===== src/rtl/tri_fu_mul_bthseq.sv =====
// Iterative signed radix-4 Booth multiplier: one partial product per cycle,
// valid/ready on both sides, synchronous kill.
module tri_fu_mul_bthseq #(
  parameter int WIDTH = 16
) (
  input  logic               clk,
  input  logic               rst_b,
  input  logic               in_valid,
  output logic               in_ready,
  input  logic [WIDTH-1:0]   in_a,
  input  logic [WIDTH-1:0]   in_b,
  input  logic               kill,
  output logic               out_valid,
  input  logic               out_ready,
  output logic [2*WIDTH-1:0] out_p,
  output logic               busy
);

  // state  | meaning
  // IDLE   | waiting for an operand pair, in_ready high
  // RUN    | one Booth window per cycle, accumulating partial products
  // DONE   | product presented on out_p until out_ready

  localparam int PW = 2 * WIDTH;
  localparam int CW = $clog2(WIDTH / 2);
  localparam logic [CW-1:0] CNT_LOAD = CW'(WIDTH / 2 - 1);

  typedef enum logic [1:0] {S_IDLE, S_RUN, S_DONE} state_t;

  state_t          state, state_nxt;
  logic [PW-1:0]   a_sh, acc, mag, pp, acc_sum, p_q;
  logic [WIDTH-1:0] b_sh;
  logic            b_prev;
  logic [CW-1:0]   cnt;
  logic            neg, x, x2, accept, last;

  assign accept    = (state == S_IDLE) & in_valid & ~kill;
  assign last      = (cnt == '0);
  assign in_ready  = (state == S_IDLE);
  assign out_valid = (state == S_DONE);
  assign busy      = (state != S_IDLE);
  assign out_p     = p_q;

  // a_sh carries the multiplicand pre-shifted by 2*window index, so the
  // window counter only has to mark the last step.
  always_comb begin
    neg = b_sh[1];
    x   = b_sh[0] ^ b_prev;
    x2  = (b_sh[1] & ~b_sh[0] & ~b_prev) | (~b_sh[1] & b_sh[0] & b_prev);
    mag = '0;
    if (x)
      mag = a_sh;
    else if (x2)
      mag = {a_sh[PW-2:0], 1'b0};
    pp      = neg ? (~mag + PW'(1)) : mag;
    acc_sum = acc + pp;
  end

  always_comb begin
    state_nxt = state;
    case (state)
      S_IDLE: if (accept) state_nxt = S_RUN;
      S_RUN:  if (last) state_nxt = S_DONE;
      S_DONE: if (out_ready) state_nxt = S_IDLE;
      default: state_nxt = S_IDLE;
    endcase
    if (kill)
      state_nxt = S_IDLE;
  end

  always_ff @(posedge clk or negedge rst_b) begin
    if (!rst_b)
      state <= S_IDLE;
    else
      state <= state_nxt;
  end

  always_ff @(posedge clk or negedge rst_b) begin
    if (!rst_b) begin
      a_sh   <= '0;
      b_sh   <= '0;
      b_prev <= 1'b0;
      acc    <= '0;
      cnt    <= '0;
      p_q    <= '0;
    end else if (kill) begin
      acc <= '0;
      cnt <= '0;
      p_q <= '0;
    end else begin
      case (state)
        S_IDLE: begin
          if (in_valid) begin
            a_sh   <= {{WIDTH{in_a[WIDTH-1]}}, in_a};
            b_sh   <= in_b;
            b_prev <= 1'b0;
            acc    <= '0;
            cnt    <= CNT_LOAD;
          end
        end
        S_RUN: begin
          acc    <= acc_sum;
          a_sh   <= {a_sh[PW-3:0], 2'b00};
          b_prev <= b_sh[1];
          b_sh   <= {{2{b_sh[WIDTH-1]}}, b_sh[WIDTH-1:2]};
          cnt    <= cnt - CW'(1);
          if (last)
            p_q <= acc_sum;
        end
        default: ;
      endcase
    end
  end

endmodule


===== config.mk =====
export PLATFORM = sky130hd
export DESIGN_NAME = tri_fu_mul_bthseq
export DESIGN_NICKNAME = d
export VERILOG_FILES = /design/src/rtl/tri_fu_mul_bthseq.sv
export SDC_FILE = /design/constraint.sdc
export NUM_CORES = 1
export LEC_CHECK = 0
export CORE_AREA = 2 2 162 164
export DETAILED_ROUTE_END_ITERATION = 8
export DIE_AREA = 0 0 164 166
export PLACE_DENSITY = 0.65
export SYNTH_ARGS = -nofsm -noshare
export SYNTH_HDL_FRONTEND = slang
export SYNTH_SLANG_ARGS = --single-unit

===== constraint.sdc =====
create_clock -name clk -period 5.3 [get_ports clk]
set_input_delay 0.795 -clock clk [delete_from_list [all_inputs] [get_ports clk]]
set_output_delay 0.795 -clock clk [all_outputs]
set_load 0.005 [all_outputs]

==> flow_summary.ini, run 1 <==
[status]
status = complete, no violations

[floorplan]
die_w_um = 164
pin_count = 72
start_util = 0.3453
placementRows = 59
chipHeight_um = 166
die_area_um2 = 27220
core_um2 = 25620

[pwr]
p_leak_nw = 4.525
power.density_nw_per_um2 = 461.7
total_power_mw = 4.869
ir_worst_vdd_mv = 0.2484

[synthesis]
synth_compound_area_frac = 0.3091
syn-cell-area_um2 = 8845
synth_nets = 1146
seq_area_frac_synth = 0.3339
synthAdderAreaFrac = 0.05885
synth_top_flop_cell = dfrtp_1
muxShareOfSynthArea = 0.04499
synth_top_family_by_area = compound AO/OA/AOI/OAI gates
synth_cells = 1068
synth-seq-cells = 118
ys_warn_count = 0
syn_area_per_cell_um2 = 8.282
synthSimpleGateAreaFrac = 0.1569
synth_edf_count = 0
synth-xor-area-share = 0.04357
synth_cell_types = 74
async_flop_share = 1.000

[critical_path]
rr_worst_depth = 20
worstPathMaxFanout = 11
cp_data_required_time_ns = 5.62
cp_data_arrival_time_ns = 5.34
r2r-start = b_prev
critPathKind = reg -> reg
crit_path_start_kind = flop
r2r-end = out_p[30]
r2r_slack_ns = 0.28
end_kind = flop

[route]
vias = 8046
wl_um = 23770
vias_per_cell = 5.545
dr.pass1.iters = 5
drtIter0Drc = 627
drc = 0
drtAntennaViolNets = 0
routedWlPerCell_um = 16.38

[sta]
slew_viol_final = 0
worstMarginPinSlew_ns = 0.9018
fin_skew_ns = 0.01289
hold_viol = 0
fmax_mhz = 199.2
slew_headroom = 0.3974
setup_viol = 0
fin_crit_sh = 0.9472
holdWs_ns = 0.2142
fin_crit_ns = 5.020

[placement]
portBuffers = 71
dp_hpwl_um = 17070
placed_cell_area_um2 = 9863
gp_congestion = 0.9077
dp.cells = 1414

[clock_tree]
clock_path_buffers = 2
cts_buffers = 17
hold_buffers = 0
clkLatencyLatePin_ns = 0.43
numClockSinks = 118
root_buffer = clkbuf_16
clkTransAtPathRegs_ns = 0.06
h-tree-depth = 4
cts_tree = yes

[finish]
fin_area_um2 = 10550
nets = 1181
final_common_cell = nand2_1
syn2layout_area_growth_pct = 19.22
antennaDiodeCount = 0
final_cell_mix = nand2_1, dfrtp_1, o21ai_0, a21oi_1, clkdlybuf4s50_1
fin_cells = 1451
postLayoutCoreUtil = 0.4117
drive_gt1_frac = 0.09677
nFillCells = 2571

[run]
max_cap_violations = 0

[worst_hold_path]
hold_path.class = in -> async

[global_route]
grt_pass1_wl_um = 39020
track_usage = 0.1766
grt_pass1_vias = 7446
gr-total-overflow = 0
antenna_found_initial = 0
grt_start_max_net_pins = 93
sequential cells by signal, indices dropped and copies added (netlist names):
register,cells
a_sh,32
acc,32
out_p,32
b_sh,16
cnt,3
state,2
b_prev,1
Yosys cell counts, drive strengths merged (16+ instances only):
cell type | instances | area (um^2)
nand2 | 144 | 540.5
dfrtp | 118 | 2953
o21ai | 113 | 565.5
a21oi | 92 | 460.4
clkbuf | 78 | 294.0
nor2 | 66 | 255.2
a22o | 48 | 420.4
ha | 40 | 500.5
mux2i | 33 | 330.3
xnor2 | 25 | 219.0
inv | 23 | 86.34
a31oi | 19 | 118.9
nand3 | 19 | 95.09
xor2 | 19 | 166.4
a221oi | 17 | 148.9
a211oi | 16 | 120.1
cell type report:
class | count | area, um^2 | share of cell area
multi-input combinational | 836 | 5480 | 0.5197
clock buffer | 17 | 425.4 | 0.04034
clock inverter | 15 | 191.4 | 0.01815
sequential | 118 | 2960 | 0.2807
tap | 335 | 419.2 | 0.03975
inverter | 23 | 86.33 | 0.008187
timing repair buffer | 107 | 982.2 | 0.09314
how the worst max path moves through the flow:
| stage | end | start | depth (start not counted) |
|---|---|---|---|
| 2_1_floorplan | out_p[31] | b_prev | 23 |
| 3_3_place_gp | out_p[31] | b_prev | 18 |
| 3_5_place_dp | out_p[30] | b_prev | 20 |
| 4_1_cts | out_p[30] | b_prev | 20 |
| 5_1_grt | acc[30] | b_prev | 20 |
| 6_report | out_p[30] | b_prev | 20 |
cells by family after synthesis:
logic type | after synthesis
AO/OA/AOI/OAI | 414
XOR/XNOR | 44
adder cells (fa/ha/maj) | 41
buffers and inverters | 114
flip-flops | 118
multiplexers | 39
AND/OR/NAND/NOR | 298
per-stage QoR:
| stage | setup slack (ns) | TNS (ns) |
|---|---|---|
| finish | 0.2797 | 0 |
| global route | -0.002315 | -0.002315 |
| CTS | 0.1887 | 0 |
| detailed placement | 0.1942 | 0 |
| global placement | 0.3394 | 0 |
| floorplan | 0.02042 | 0 |
worst max-delay path, cell delays in order (launching register included):
cell	delay, ns
dfrtp_4	0.48
clkbuf_4	0.22
and2b_1	0.21
o21ai_0	0.16
a21oi_1	0.08
a221o_1	0.31
or3b_2	0.54
or4_1	0.55
o21ai_0	0.13
o21ai_0	0.12
a211o_1	0.33
ha_1	0.30
and4_1	0.20
nor3b_2	0.20
nand3_1	0.12
a211oi_2	0.21
o211ai_1	0.17
nand3_1	0.11
a31oi_1	0.09
xnor2_1	0.16
a22o_1	0.21
where the power goes:
| group | leakage (nW) | switching, mW | internal (mW) |
|---|---|---|---|
| combinational | 2.68 | 1.37 | 0.982 |
| clock | 0.292 | 0.478 | 0.749 |
| sequential | 1.55 | 0.223 | 1.06 |
per-layer routing:
layer / global-route usage / routed length (um) / vias to the layer above
met2: 0.2592 / 10480 / 213
li1: - / - / 3991
met3: 0.02947 / 1211 / 24
met5: 0 / 0 / -
met4: 0.05339 / 303 / 0
met1: 0.2643 / 11770 / 3818
timing repair:
action | in CTS | in global routing
buffers inserted | 0 | 5
gates resized for setup | 0 | 10
endpoints found under the setup margin | 0 | 9
Power figures use the tool's default switching activity.
==> run 2, diff against run 1 <==
CTS_CLUSTER_DIAMETER = 150   (was default)
GPL_TIMING_DRIVEN = 0   (was default)
==> run 2 against run 1 <==
Compared with the run above: die area unchanged; critical path depth up 4; highest routed layer unchanged; clock power is 3% higher; register-to-register slack worse by 0.13 ns.
==> flow_summary.ini, run 2 (synthesis gave the netlist of run 1 again) <==
[sta]
fin_crit_ns = 5.155
hold_viol = 0
fmax_mhz = 194.0
worstMarginPinSlew_ns = 0.9078
setup_viol = 0
fin_crit_sh = 0.9727
fin_skew_ns = 0.01128
slew_viol_final = 0
holdWs_ns = 0.3657
slew_headroom = 0.3925

[pwr]
p_leak_nw = 4.715
power.internal_mw = 2.984
p_seq_frac = 0.231
ir_worst_vdd_mv = 0.2063
power.density_nw_per_um2 = 470.3
p_clk_frac = 0.248
p_sw_mw = 2.163
combPwrFrac = 0.522
switching_share = 0.4202

[route]
drtIter0Drc = 685
routedWlPerCell_um = 17.64
vias = 8460
drtAntennaViolNets = 0
drc = 0
highest_layer = met4
wl_met1_um = 12530
wl_met2_um = 11930
met3RoutedLength_um = 1497
vias_per_cell = 5.606
wl_um = 26620
dr.pass1.iters = 5

[placement]
gp_congestion = 0.9554
portBuffers = 71
dp_hpwl_um = 19950
placed_cell_area_um2 = 10000

[finish]
antennaDiodeCount = 0
multiInputGateArea_um2 = 5608
syn2layout_area_growth_pct = 23.74
final_cell_mix = nand2_1, dfrtp_1, o21ai_0, a21oi_1, clkdlybuf4s50_1
drive_gt1_frac = 0.1056
final_common_cell = nand2_1
nets = 1240
seqCellArea_um2 = 2954
fin_area_um2 = 10940
nFillCells = 2509

[critical_path]
r2r_slack_ns = 0.14
rr_worst_depth = 24
worstPathMaxFanout = 10
critPathBufInv = 5
cpPeakStageDelay_ns = 0.42
r2r-start = b_prev
r2r-end = out_p[31]
critPathKind = reg -> reg
cp_data_arrival_time_ns = 5.47
end_kind = flop
cp_data_required_time_ns = 5.62
crit_path_cell_trace = buf_6 -> xor2_2 -> clkbuf_8 -> buf_4 -> clkbuf_8 -> nand2_1 -> ha_4 -> a21boi_4 -> nand4_4 -> nor4_4 -> buf_4 -> nand2_1 -> mux2i_1 -> a221o_1 -> ha_4 -> a211oi_1 -> o21bai_1 -> a211oi_1 -> o31ai_1 -> a31oi_2 -> nand2b_4 -> a221o_1 -> xnor2_2 -> a22o_1
cp_slowest_cell = dfrtp_2
crit_path_start_kind = flop
crit_family = compound AO/OA/AOI/OAI gates

[clock_tree]
hold_buffers = 0
cts_buffers = 17
clkTransAtPathRegs_ns = 0.06
numClockSinks = 118
cts_tree = yes
h-tree-depth = 4
root_buffer = clkbuf_16
clock_path_buffers = 2
clkLatencyLatePin_ns = 0.43

[global_route]
antenna_found_initial = 0
gr-total-overflow = 0
grt_pass1_wl_um = 43650
track_usage = 0.1994
grt_start_max_net_pins = 68
grt_pass1_vias = 8156

[floorplan]
chipHeight_um = 166
die_area_um2 = 27220
pin_count = 72
die_w_um = 164
start_util = 0.3453
placementRows = 59
core_um2 = 25620

[worst_hold_path]
hold_path.class = in -> async

[status]
status = complete, no violations

[run]
max_cap_violations = 0
run 2: cell count changes in the layout (fill, tap and decap cells not counted), moves of 3 or more:
cell / change
clkbuf_2: +10
clkinv_2: +3
inv_6: -6
clkinvlp_4: -3
clkbuf_8: +8
buf_6: +3
buf_4: -18
ha_4: +4
clkbuf_1: +54
ha_1: -4
buf_2: +5
run 2: worst max-delay path by stage:
stage,startpoint,end,slack [ns],cells past startpoint
finish,b_prev,out_p[31],0.14,24
global placement,rst_b,out_p[10],-1.40,1
CTS,b_sh[1],out_p[30],0.002,20
detailed placement,b_prev,acc[30],-1.10,26
global route,b_prev,acc[31],-0.01,24
floorplan,b_prev,out_p[31],0.02,23
run 2: power by group through the flow:
stage	combinational (mW)	clock (mW)	sequential [mW]
3_3_place_gp	2.44	0	1.20
4_1_cts	2.59	1.29	1.19
5_1_grt	2.96	1.32	1.21
2_1_floorplan	1.83	0	1.16
6_report	2.68	1.27	1.19
3_5_place_dp	2.48	0	1.19
run 2: through the flow:
step / power (mW) / instances / TNS (ns) / setup WS, ns / utilization
2_1_floorplan: 2.991 / 1068 / 0 / 0.02042 / -
3_3_place_gp: 3.633 / 1474 / -186.59 / -1.397 / 0.3894
3_5_place_dp: 3.671 / 1475 / -22.20 / -1.100 / 0.3905
4_1_cts: 5.065 / 1507 / 0 / 0.002131 / 0.4235
5_1_grt: 5.490 / 1509 / -0.03406 / -0.01174 / 0.4272
6_report: 5.147 / 1509 / 0 / 0.1448 / 0.4272
run 2: what timing repair did:
action                                  4_1_cts  5_1_grt
pin swaps                                     7       16
setup buffers                                 7        6
resized for setup                            43       28
endpoints found under the setup margin       44       26
run 2: metal layers:
metal  track usage  vias to the layer above
li1              -                     4113
met1        0.2827                     4014
met2        0.3075                      293
met3       0.02997                       40
met4       0.07208                        0
met5             0                        -
run 2: final cells by class:
cell class                      instances  area share
Buffer                                 81     0.03636
Clock buffer                           23     0.04550
Clock inverter                          8     0.01315
Inverter                               23    0.007888
Multi-Input combinational cell        836      0.5124
Sequential cell                       118      0.2699
Tap cell                              335     0.03830
Timing Repair Buffer                   85     0.07648
==> run 3, diff against run 2 <==
GPL_TIMING_DRIVEN = default   (was 0)
RECOVER_POWER = 50   (was default)
==> run 3 against run 2 <==
Compared with the run above: sequential cell count unchanged; clock power down 4%; global-route usage down 2.3 points; largest power group unchanged; the flow now finishes with violations (capacitance limit, slew limit); via count down 5.0%; sequential power up 8%; setup slack better by 0.12 ns; critical path type unchanged; critical endpoint is now out_p[30].
==> flow_summary.ini, run 3 (synthesis gave the netlist of run 1 again) <==
[status]
status = complete, but fails checks
violations = capacitance limit, slew limit

[route]
vias_per_cell = 5.538
routedWlPerCell_um = 16.35
drtAntennaViolNets = 0
dr.pass1.iters = 5
drtIter0Drc = 598
vias = 8035
wl_um = 23730
drc = 0

[critical_path]
end_kind = flop
crit_path_cell_trace = clkbuf_4 -> and2b_1 -> o21ai_0 -> a21oi_1 -> a221o_1 -> or3b_2 -> or4_1 -> o21ai_0 -> o21ai_0 -> a211o_1 -> ha_1 -> and4_1 -> nor3b_2 -> nand3_1 -> a211oi_2 -> o211ai_1 -> nand3_1 -> a31oi_1 -> xnor2_1 -> a22o_1
critPathBufInv = 1
r2r_slack_ns = 0.27
r2r-start = b_prev
cp_slowest_cell = or3b_2
crit_path_start_kind = flop
rr_worst_depth = 20
cp_data_required_time_ns = 5.62
cpMostUsedCell = o21ai_0
r2r-end = out_p[30]
cp_data_arrival_time_ns = 5.35
worstPathMaxFanout = 11
crit_family = simple AND/OR/NAND/NOR gates
critPathKind = reg -> reg
cpPeakStageDelay_ns = 0.55

[sta]
fin_skew_ns = 0.01091
setup_ws_ns = 0.2679
fin_crit_sh = 0.9495
fin_crit_ns = 5.032
fmax_mhz = 198.7
slew_viol_final = 143
setup_viol = 0
slew_headroom = -0.4907
worstMarginPinSlew_ns = 2.236
hold_viol = 0

[global_route]
antenna_found_initial = 0
grt_pass1_vias = 7446
gr-total-overflow = 0
track_usage = 0.1766
grt_start_max_net_pins = 93
grt_pass1_wl_um = 39020

[finish]
fin_cells = 1451
nFillCells = 2578
final_cell_mix = nand2_1, dfrtp_1, o21ai_0, a21oi_1, nor2_1
drive_gt1_frac = 0.09319
nets = 1181
fin_area_um2 = 10530
antennaDiodeCount = 0
postLayoutCoreUtil = 0.4110
syn2layout_area_growth_pct = 19.03
final_common_cell = nand2_1

[clock_tree]
clock_path_buffers = 2
hold_buffers = 0
numClockSinks = 118
cts_buffers = 17
root_buffer = clkbuf_16
clkLatencyLatePin_ns = 0.43
cts_tree = yes
clkTransAtPathRegs_ns = 0.06
h-tree-depth = 4

[floorplan]
core_um2 = 25620
chipHeight_um = 166
die_w_um = 164
pin_count = 72
start_util = 0.3453
die_area_um2 = 27220
placementRows = 59

[worst_hold_path]
hold_path.class = in -> async

[placement]
dp.cells = 1414
portBuffers = 71
placed_cell_area_um2 = 9863
dp_hpwl_um = 17070
pre_cts_slack_ns = 0.1942
gp_congestion = 0.9077

[run]
max_cap_violations = 3

[pwr]
p_leak_nw = 4.541
ir_worst_vdd_mv = 0.2477
power.density_nw_per_um2 = 462.1
==> run 3: cell types whose count changed in the layout (fill, tap and decap cells not counted), sizes merged, moves of 3 or more <==
cell	before	now
buf	28	31
clkbuf	91	23
clkdlybuf4s50	70	59
clkinvlp	0	3
dlygate4sd3	0	11
inv	23	29
==> run 3: area by class of cell <==
class	count	area (um^2)	share of cell area
inverters	23	86.33	0.008201
well taps	335	419.2	0.03981
repair buffers	107	964.7	0.09163
flip-flops and latches	118	2960	0.2812
clock inverters	15	191.4	0.01818
clock buffers	17	425.4	0.04041
multi-input cells	836	5480	0.5206
==> run 3: worst max-delay path by stage <==
stage / slack, ns / endpoint / cells past startpoint / start
6_report: 0.27 / out_p[30] / 20 / b_prev
5_1_grt: -0.002 / acc[30] / 20 / b_prev
4_1_cts: 0.19 / out_p[30] / 20 / b_prev
3_5_place_dp: 0.19 / out_p[30] / 20 / b_prev
3_3_place_gp: 0.34 / out_p[31] / 18 / b_prev
2_1_floorplan: 0.02 / out_p[31] / 23 / b_prev
==> run 3: report_power, final <==
group	switching [mW]	internal [mW]	total, mW
clock	0.475	0.749	1.22
combinational	1.37	0.979	2.35
sequential	0.223	1.06	1.29
total	2.07	2.79	4.86
==> run 3: stage by stage <==
stage	TNS (ns)	total power, mW	hold slack (ns)
2_1_floorplan	0	2.991	0.4496
3_5_place_dp	0	3.613	0.4700
4_1_cts	0	4.857	0.2113
5_1_grt	-0.002319	5.227	0.5026
6_report	0	4.864	0.4491
3_3_place_gp	0	3.591	0.4642
==> run 3: what timing repair did <==
item,CTS,global route
endpoints found under the setup margin,0,9
resized for setup,0,10
setup buffers,0,5
==> run 3: per-layer routing <==
layer / vias to the layer above / wire [um] / global-route usage
li1: 3995 / - / -
met4: 0 / 284 / 0.05339
met5: - / 0 / 0
met2: 229 / 10450 / 0.2592
met1: 3791 / 11740 / 0.2643
met3: 20 / 1252 / 0.02947
